===== src/rtl/mbist_pkg.sv =====
// Shared types and per-element March C- properties for the MBIST controller.
package mbist_pkg;

    typedef enum logic [1:0] {
        ST_IDLE = 2'd0,
        ST_RUN  = 2'd1,
        ST_DONE = 2'd2
    } state_e;

    typedef enum logic [2:0] {
        EL_UP_W0   = 3'd0,
        EL_UP_R0W1 = 3'd1,
        EL_UP_R1W0 = 3'd2,
        EL_DN_R0W1 = 3'd3,
        EL_DN_R1W0 = 3'd4,
        EL_UP_R0   = 3'd5
    } elem_e;

    function automatic logic elem_down(elem_e e);
        return (e == EL_DN_R0W1) || (e == EL_DN_R1W0);
    endfunction

    function automatic logic elem_rpol(elem_e e);
        return (e == EL_UP_R1W0) || (e == EL_DN_R1W0);
    endfunction

    function automatic logic elem_wpol(elem_e e);
        return (e == EL_UP_R0W1) || (e == EL_DN_R0W1);
    endfunction

    // Two ops per address (read then write); otherwise a single op.
    function automatic logic elem_two_op(elem_e e);
        return (e != EL_UP_W0) && (e != EL_UP_R0);
    endfunction

endpackage


===== src/rtl/mbist_march_seq.sv =====
// March C- op-stream generator: current op plus the write data of the op after it.
module mbist_march_seq
    import mbist_pkg::*;
#(
    parameter int DATA_WIDTH = 8,
    parameter int ADDR_WIDTH = 4
) (
    input  logic                  clk,
    input  logic                  rst_n,
    input  logic                  restart,
    input  logic                  advance,
    output elem_e                 op_elem,
    output logic [ADDR_WIDTH-1:0] op_addr,
    output logic                  op_write,
    output logic [DATA_WIDTH-1:0] op_exp,
    output logic [DATA_WIDTH-1:0] next_wdata,
    output logic                  last_op
);

    elem_e                 elem_q, elem_d, nxt_elem;
    logic [ADDR_WIDTH-1:0] addr_q, addr_d, nxt_addr;
    logic                  phase_q, phase_d, nxt_phase;
    logic                  wrap, nxt_write;

    always_comb begin
        nxt_elem  = elem_q;
        nxt_addr  = addr_q;
        nxt_phase = 1'b0;
        wrap      = elem_down(elem_q) ? (addr_q == '0) : (addr_q == '1);
        if (elem_two_op(elem_q) && !phase_q) begin
            nxt_phase = 1'b1;
        end else if (wrap) begin
            // Address wrap ends the element; the last element wraps back to op 0.
            nxt_elem = (elem_q == EL_UP_R0) ? EL_UP_W0 : elem_e'(elem_q + 3'd1);
            nxt_addr = elem_down(nxt_elem) ? '1 : '0;
        end else begin
            nxt_addr = elem_down(elem_q) ? addr_q - 1'b1 : addr_q + 1'b1;
        end
        nxt_write  = elem_two_op(nxt_elem) ? nxt_phase : (nxt_elem == EL_UP_W0);
        next_wdata = {DATA_WIDTH{nxt_write ? elem_wpol(nxt_elem) : elem_rpol(nxt_elem)}};

        elem_d  = elem_q;
        addr_d  = addr_q;
        phase_d = phase_q;
        if (restart) begin
            elem_d  = EL_UP_W0;
            addr_d  = '0;
            phase_d = 1'b0;
        end else if (advance) begin
            elem_d  = nxt_elem;
            addr_d  = nxt_addr;
            phase_d = nxt_phase;
        end
    end

    always_ff @(posedge clk or negedge rst_n) begin
        if (!rst_n) begin
            elem_q  <= EL_UP_W0;
            addr_q  <= '0;
            phase_q <= 1'b0;
        end else begin
            elem_q  <= elem_d;
            addr_q  <= addr_d;
            phase_q <= phase_d;
        end
    end

    assign op_elem  = elem_q;
    assign op_addr  = addr_q;
    assign op_write = elem_two_op(elem_q) ? phase_q : (elem_q == EL_UP_W0);
    assign op_exp   = {DATA_WIDTH{elem_rpol(elem_q)}};
    assign last_op  = (elem_q == EL_UP_R0) && (addr_q == '1);

endmodule


===== src/rtl/mbist_march_ctrl.sv =====
// March C- MBIST controller: FSM, 3-deep expected-data pipeline, comparator, result registers.
// state   | meaning
// IDLE    | waiting for start, bus parked on harmless reads
// RUN     | issuing ops and comparing read data
// DONE    | result valid on fail/fail_*; start re-runs
module mbist_march_ctrl
    import mbist_pkg::*;
#(
    parameter int DATA_WIDTH = 8,
    parameter int ADDR_WIDTH = 4
) (
    input  logic                  clk,
    input  logic                  rst_n,
    input  logic                  start,
    output logic                  busy,
    output logic                  done,
    output logic                  fail,
    output logic [ADDR_WIDTH-1:0] fail_addr,
    output logic [2:0]            fail_element,
    output logic [DATA_WIDTH-1:0] fail_data,
    output logic                  write_read,
    output logic [ADDR_WIDTH-1:0] address,
    output logic [DATA_WIDTH-1:0] wdata,
    input  logic [DATA_WIDTH-1:0] rdata
);

    typedef struct packed {
        logic                  valid;
        logic                  last;
        logic [DATA_WIDTH-1:0] exp_data;
        logic [ADDR_WIDTH-1:0] addr;
        elem_e                 elem;
    } pipe_t;

    state_e                state_q, state_d;
    logic                  issued_all_q, issued_all_d;
    logic                  fail_q, fail_d;
    logic [ADDR_WIDTH-1:0] fail_addr_q, fail_addr_d;
    elem_e                 fail_elem_q, fail_elem_d;
    logic [DATA_WIDTH-1:0] fail_data_q, fail_data_d;
    logic                  write_read_q, write_read_d;
    logic [ADDR_WIDTH-1:0] address_q, address_d;
    logic [DATA_WIDTH-1:0] wdata_q, wdata_d;
    pipe_t                 pipe_q [3];
    pipe_t                 pipe_d [3];

    logic                  issue, mismatch, seq_restart;
    elem_e                 seq_elem;
    logic [ADDR_WIDTH-1:0] seq_addr;
    logic                  seq_write, seq_last;
    logic [DATA_WIDTH-1:0] seq_exp, seq_next_wdata;

    mbist_march_seq #(
        .DATA_WIDTH(DATA_WIDTH),
        .ADDR_WIDTH(ADDR_WIDTH)
    ) u_seq (
        .clk       (clk),
        .rst_n     (rst_n),
        .restart   (seq_restart),
        .advance   (issue),
        .op_elem   (seq_elem),
        .op_addr   (seq_addr),
        .op_write  (seq_write),
        .op_exp    (seq_exp),
        .next_wdata(seq_next_wdata),
        .last_op   (seq_last)
    );

    assign mismatch = pipe_q[2].valid && (rdata != pipe_q[2].exp_data);

    always_comb begin
        state_d      = state_q;
        issued_all_d = issued_all_q;
        fail_d       = fail_q;
        fail_addr_d  = fail_addr_q;
        fail_elem_d  = fail_elem_q;
        fail_data_d  = fail_data_q;
        issue        = 1'b0;
        seq_restart  = 1'b0;
        pipe_d[0]    = '0;
        pipe_d[1]    = pipe_q[0];
        pipe_d[2]    = pipe_q[1];

        case (state_q)
            ST_IDLE, ST_DONE: begin
                if (start) begin
                    state_d      = ST_RUN;
                    issue        = 1'b1;
                    issued_all_d = 1'b0;
                    fail_d       = 1'b0;
                    fail_addr_d  = '0;
                    fail_elem_d  = EL_UP_W0;
                    fail_data_d  = '0;
                end else begin
                    seq_restart = 1'b1;
                end
            end
            ST_RUN: begin
                if (mismatch) begin
                    // Reads still in flight are dropped with the pipeline.
                    state_d     = ST_DONE;
                    seq_restart = 1'b1;
                    fail_d      = 1'b1;
                    fail_addr_d = pipe_q[2].addr;
                    fail_elem_d = pipe_q[2].elem;
                    fail_data_d = rdata;
                    pipe_d[1]   = '0;
                    pipe_d[2]   = '0;
                end else if (pipe_q[2].valid && pipe_q[2].last) begin
                    state_d     = ST_DONE;
                    seq_restart = 1'b1;
                end else if (!issued_all_q) begin
                    issue = 1'b1;
                end
            end
            default: state_d = ST_IDLE;
        endcase

        write_read_d = 1'b0;
        address_d    = '0;
        wdata_d      = '0;
        if (issue) begin
            write_read_d = seq_write;
            address_d    = seq_addr;
            wdata_d      = seq_next_wdata;
            if (seq_last) issued_all_d = 1'b1;
            if (!seq_write) pipe_d[0] = '{valid: 1'b1, last: seq_last, exp_data: seq_exp,
                                          addr: seq_addr, elem: seq_elem};
        end
    end

    always_ff @(posedge clk or negedge rst_n) begin
        if (!rst_n) begin
            state_q      <= ST_IDLE;
            issued_all_q <= 1'b0;
            fail_q       <= 1'b0;
            fail_addr_q  <= '0;
            fail_elem_q  <= EL_UP_W0;
            fail_data_q  <= '0;
            write_read_q <= 1'b0;
            address_q    <= '0;
            wdata_q      <= '0;
            pipe_q[0]    <= '0;
            pipe_q[1]    <= '0;
            pipe_q[2]    <= '0;
        end else begin
            state_q      <= state_d;
            issued_all_q <= issued_all_d;
            fail_q       <= fail_d;
            fail_addr_q  <= fail_addr_d;
            fail_elem_q  <= fail_elem_d;
            fail_data_q  <= fail_data_d;
            write_read_q <= write_read_d;
            address_q    <= address_d;
            wdata_q      <= wdata_d;
            pipe_q[0]    <= pipe_d[0];
            pipe_q[1]    <= pipe_d[1];
            pipe_q[2]    <= pipe_d[2];
        end
    end

    assign busy         = (state_q == ST_RUN);
    assign done         = (state_q == ST_DONE);
    assign fail         = fail_q;
    assign fail_addr    = fail_addr_q;
    assign fail_element = fail_elem_q;
    assign fail_data    = fail_data_q;
    assign write_read   = write_read_q;
    assign address      = address_q;
    assign wdata        = wdata_q;

endmodule


===== config.mk =====
export PLATFORM = sky130hd
export DESIGN_NAME = mbist_march_ctrl
export DESIGN_NICKNAME = d
export VERILOG_FILES = /design/src/rtl/mbist_pkg.sv /design/src/rtl/mbist_march_seq.sv /design/src/rtl/mbist_march_ctrl.sv
export SDC_FILE = /design/constraint.sdc
export NUM_CORES = 1
export LEC_CHECK = 0
export ABC_CLOCK_PERIOD_IN_PS = 2200
export CAP_MARGIN = 10
export CORE_ASPECT_RATIO = 1.75
export CORE_MARGIN = 2
export CORE_UTILIZATION = 33
export DETAILED_ROUTE_END_ITERATION = 7
export PLACE_DENSITY = 0.62
export SLEW_MARGIN = 20
export SYNTH_ARGS = -nofsm -noshare
export SYNTH_HDL_FRONTEND = slang
export SYNTH_HIERARCHICAL = 1
export SYNTH_SLANG_ARGS = --single-unit

===== constraint.sdc =====
create_clock -name clk -period 2.2 [get_ports clk]
set_input_delay 0.44 -clock clk [delete_from_list [all_inputs] [get_ports clk]]
set_output_delay 0.44 -clock clk [all_outputs]
set_load 0.02 [all_outputs]

==> summary.md <==
| Metric | Value |
|---|---|
| Worst-skew pair later-pin latency | 0.34 ns |
| Failing checks | negative setup slack |
| Post-DR vias/cell | 4.761 |
| Max-cap violation count | 0 |
| Area growth syn-to-layout | 26.77% |
| Die width | 86.71 µm |
| Final Hold Vio Count | 0 |
| Initial antenna violation count | 0 |
| DP Worst Slack | -0.3797 ns |
| Setup-failing EPs final | 1 |
| Min Tclk post-route | 2.210 ns |
| Ys async rst share | 100.0% |
| Register bit total from synthesis | 91 |
| Pin count of the biggest net entering global routing | 42 |
| Worst Skew | 0.006963 ns |
| ANT cells | 0 |
| Worst Setup SP | u_seq/op_elem[0]$_DFFE_PN0P_ |
| HP Class | input pin to async pin |
| FF-to-FF Start | u_seq/op_elem[0]$_DFFE_PN0P_ |
| Design area | 0.005007 mm² |
| Overall routing resource usage | 12.28% |
| Synthesized area | 0.003950 mm² |
| Startpoint Class | flip-flop |
| Final #Nets | 422 |
| Slew Limit Fails | 0 |
| Final wirelength | 7.504 mm |
| H-tree levels | 3 |
| Final Core Density | 43.00% |
| FMAX | 0.4526 GHz |
| # fillers | 1,026 |
| Vias in the first global route | 2,599 |
| Detail Placement HPWL | 5.096 mm |
| DP Area | 0.004602 mm² |
| Synthesis Warnings | 6 |
| Clock buffer count from CTS | 9 |
| Die outline height | 148.7 µm |
| Top cell type's share of synthesized area | 57.65% |
| Share of cells above drive strength 1 | 18.89% |
| Post-synth cell types | 45 |
| CTS root buf | clkbuf_16 |
| Die Area | 0.01290 mm² |
| Slew @ Worst Pin | 0.6613 ns |
| Power Total | 5.312 mW |
| Unrepaired setup endpoints after global routing | true |
| PwrDens | 1061 mW/mm² |
| Initial drt markers | 111 |
| Final GP Congestion | 0.8076 |
| Syn_area_per_cell | 11.16 µm² |
| Critical path class | flip-flop to flip-flop |
| Syn Nets | 368 |
| Port-buffer cells | 41 |
| CTS tree | yes |
| Slew margin rel. | 55.91% |
| Crit Path Max Fanout | 3 |
| Post-synth EDFFs | 0 |
| Clock Sink Count | 91 |
| Seq. cell area | 0.002277 mm² |
| Initial Util | 33.92% |
| TritonRoute pass-1 iters | 4 |
| Sequential area share after synthesis | 57.65% |
| Multi-input gate area | 0.001498 mm² |
| Tcrit/Tclk final | 100.4% |
| Required @ worst endpoint | 2.47 ns |
| Total global routing overflow | 0 |
| Final WS setup | -0.009545 ns |
| ANT nets after route | 0 |
| Wire per inst | 13.69 µm |
| Detailed-route via count | 2,609 |
| Most common cell after layout, fill and taps aside | dfrtp_1 |
| Clock slew at reported path FFs | 0.06 ns |
| Leakage | 2.373 nW |
| Worst VDD drop | 402.3 µV |
| Core ar. | 0.01165 mm² |
| Clock Path Buffers | 2 |
| Global-route wire length before repair | 12.31 mm |
| Most frequent cells in the layout | dfrtp_1 (91), nor2b_1 (41), buf_4 (36) |
| Post-synth top area cell | dfrtp_1 |
| Post-synthesis instance total | 354 |
| Cts hold-fix bufs | 0 |
| Crit path DAT | 2.48 ns |
| Post-placement cell count | 527 |
| Synth Flop Type | dfrtp_1 |
| Row cnt | 52 |
| Synth top area cells | dfrtp_1 (58%), nor2b_1 (6.5%), mux2i_1 (3.8%) |
| Status | complete, but fails checks |
| Num ports | 42 |
| Finished Layout Cells | 548 |
| DRC Markers | 0 |
| CP Capture Type | flip-flop |
[per-stage QoR]
stage	hold slack, ns	setup TNS, ns
floorplan	0.1444	0
global placement	0.4406	-2.072
detailed placement	0.4472	-2.442
CTS	0.09517	0
global route	0.1300	-0.1670
finish	0.08863	-0.009545
[final cells by class]
cell class	count	area share, %
sequential	91	45.48
clock inverter	7	1.024
multi-input combinational	211	29.91
timing repair buffer	78	14.44
clock buffer	9	4.498
tap	135	3.373
inverter	17	1.274
[logic make-up after synthesis]
logic type                 count (synthesis)  share of synthesized area, %
and+or+nand+nor                          121                         17.93
DFF                                       91                         57.65
AOI/OAI and AO/OA                         60                         9.915
buffers and inverters                     52                         6.779
muxes                                     17                         4.371
xor gates and xnor gates                  10                         2.217
adders and majority gates                  3                         1.140
[path summary, 6_finish.rpt]
path                                                end  slack [ns]  depth (start not counted)
max reg2reg                u_seq/op_addr[3]$_DFFE_PN0P_       -0.01                          9
max in group asynchronous           pipe_q[3]$_DFF_PN0_        1.53                          2
max                        u_seq/op_addr[3]$_DFFE_PN0P_       -0.01                          9
min reg2reg                        pipe_q[24]$_DFF_PN0_        0.46                          1
min                            fail_data[4]$_DFFE_PN0P_        0.09                          1
min in group clk               fail_data[6]$_DFFE_PN0P_        0.40                          3
[timing repair]
action | CTS | global route
gates resized for setup | 7 | 14
endpoints found under the setup margin | 3 | 8
pin swaps | 8 | 10
setup buffers | 3 | 2
endpoints found under the hold margin | 0 | 0
[routing by layer]
| metal | up-vias | track usage, % | wire (µm) |
|---|---|---|---|
| met4 | 0 | 6.172 | 197 |
| met2 | 49 | 22.12 | 4170 |
| met5 | - | 0 | 0 |
| met3 | 15 | 2.324 | 196 |
| met1 | 1290 | 13.45 | 2940 |
| li1 | 1255 | - | - |
[report_power, final]
part / internal [mW] / switching, mW
Combinational: 0.864 / 1.02
Clock: 0.772 / 0.637
Sequential: 1.90 / 0.123
Total: 3.53 / 1.78
[critical path, cell delays in order (launching register included)]
cell and delay (ns):
dfrtp_1 0.42, and3b_2 0.26, nor2_4 0.13, inv_2 0.06, ha_4 0.20, a21o_1 0.16
a21oi_2 0.18, xor2_2 0.11, or4b_1 0.52, nand4_1 0.08
[flip-flops by register name, summed over array words and instances (netlist names)]
signal         count
pipe_q            51
fail_data          8
wdata              8
address            4
fail_addr          4
u_seq/op_addr      4
fail_element       3
u_seq/op_elem      3
state_q            2
fail               1
issued_all_q       1
u_seq/phase_q      1
write_read         1
[cells in the mapped netlist (2+ instances only)]
| master | instances |
|---|---|
| a21boi_1 | 12 |
| a21o_1 | 2 |
| a21oi_1 | 24 |
| a311oi_1 | 3 |
| a31oi_1 | 2 |
| buf_2 | 10 |
| buf_4 | 16 |
| clkbuf_1 | 9 |
| dfrtp_1 | 91 |
| ha_1 | 2 |
| inv_1 | 17 |
| mux2_2 | 2 |
| mux2i_1 | 15 |
| nand2_1 | 25 |
| nand2b_1 | 19 |
| nand3b_1 | 2 |
| nand4_1 | 3 |
| nor2_1 | 12 |
| nor2b_1 | 41 |
| nor3_1 | 5 |
| nor4_4 | 2 |
| o21a_1 | 2 |
| o21ai_0 | 5 |
| or3_1 | 4 |
| xor2_1 | 9 |
Note: power is estimated with default switching activity, not from simulation.
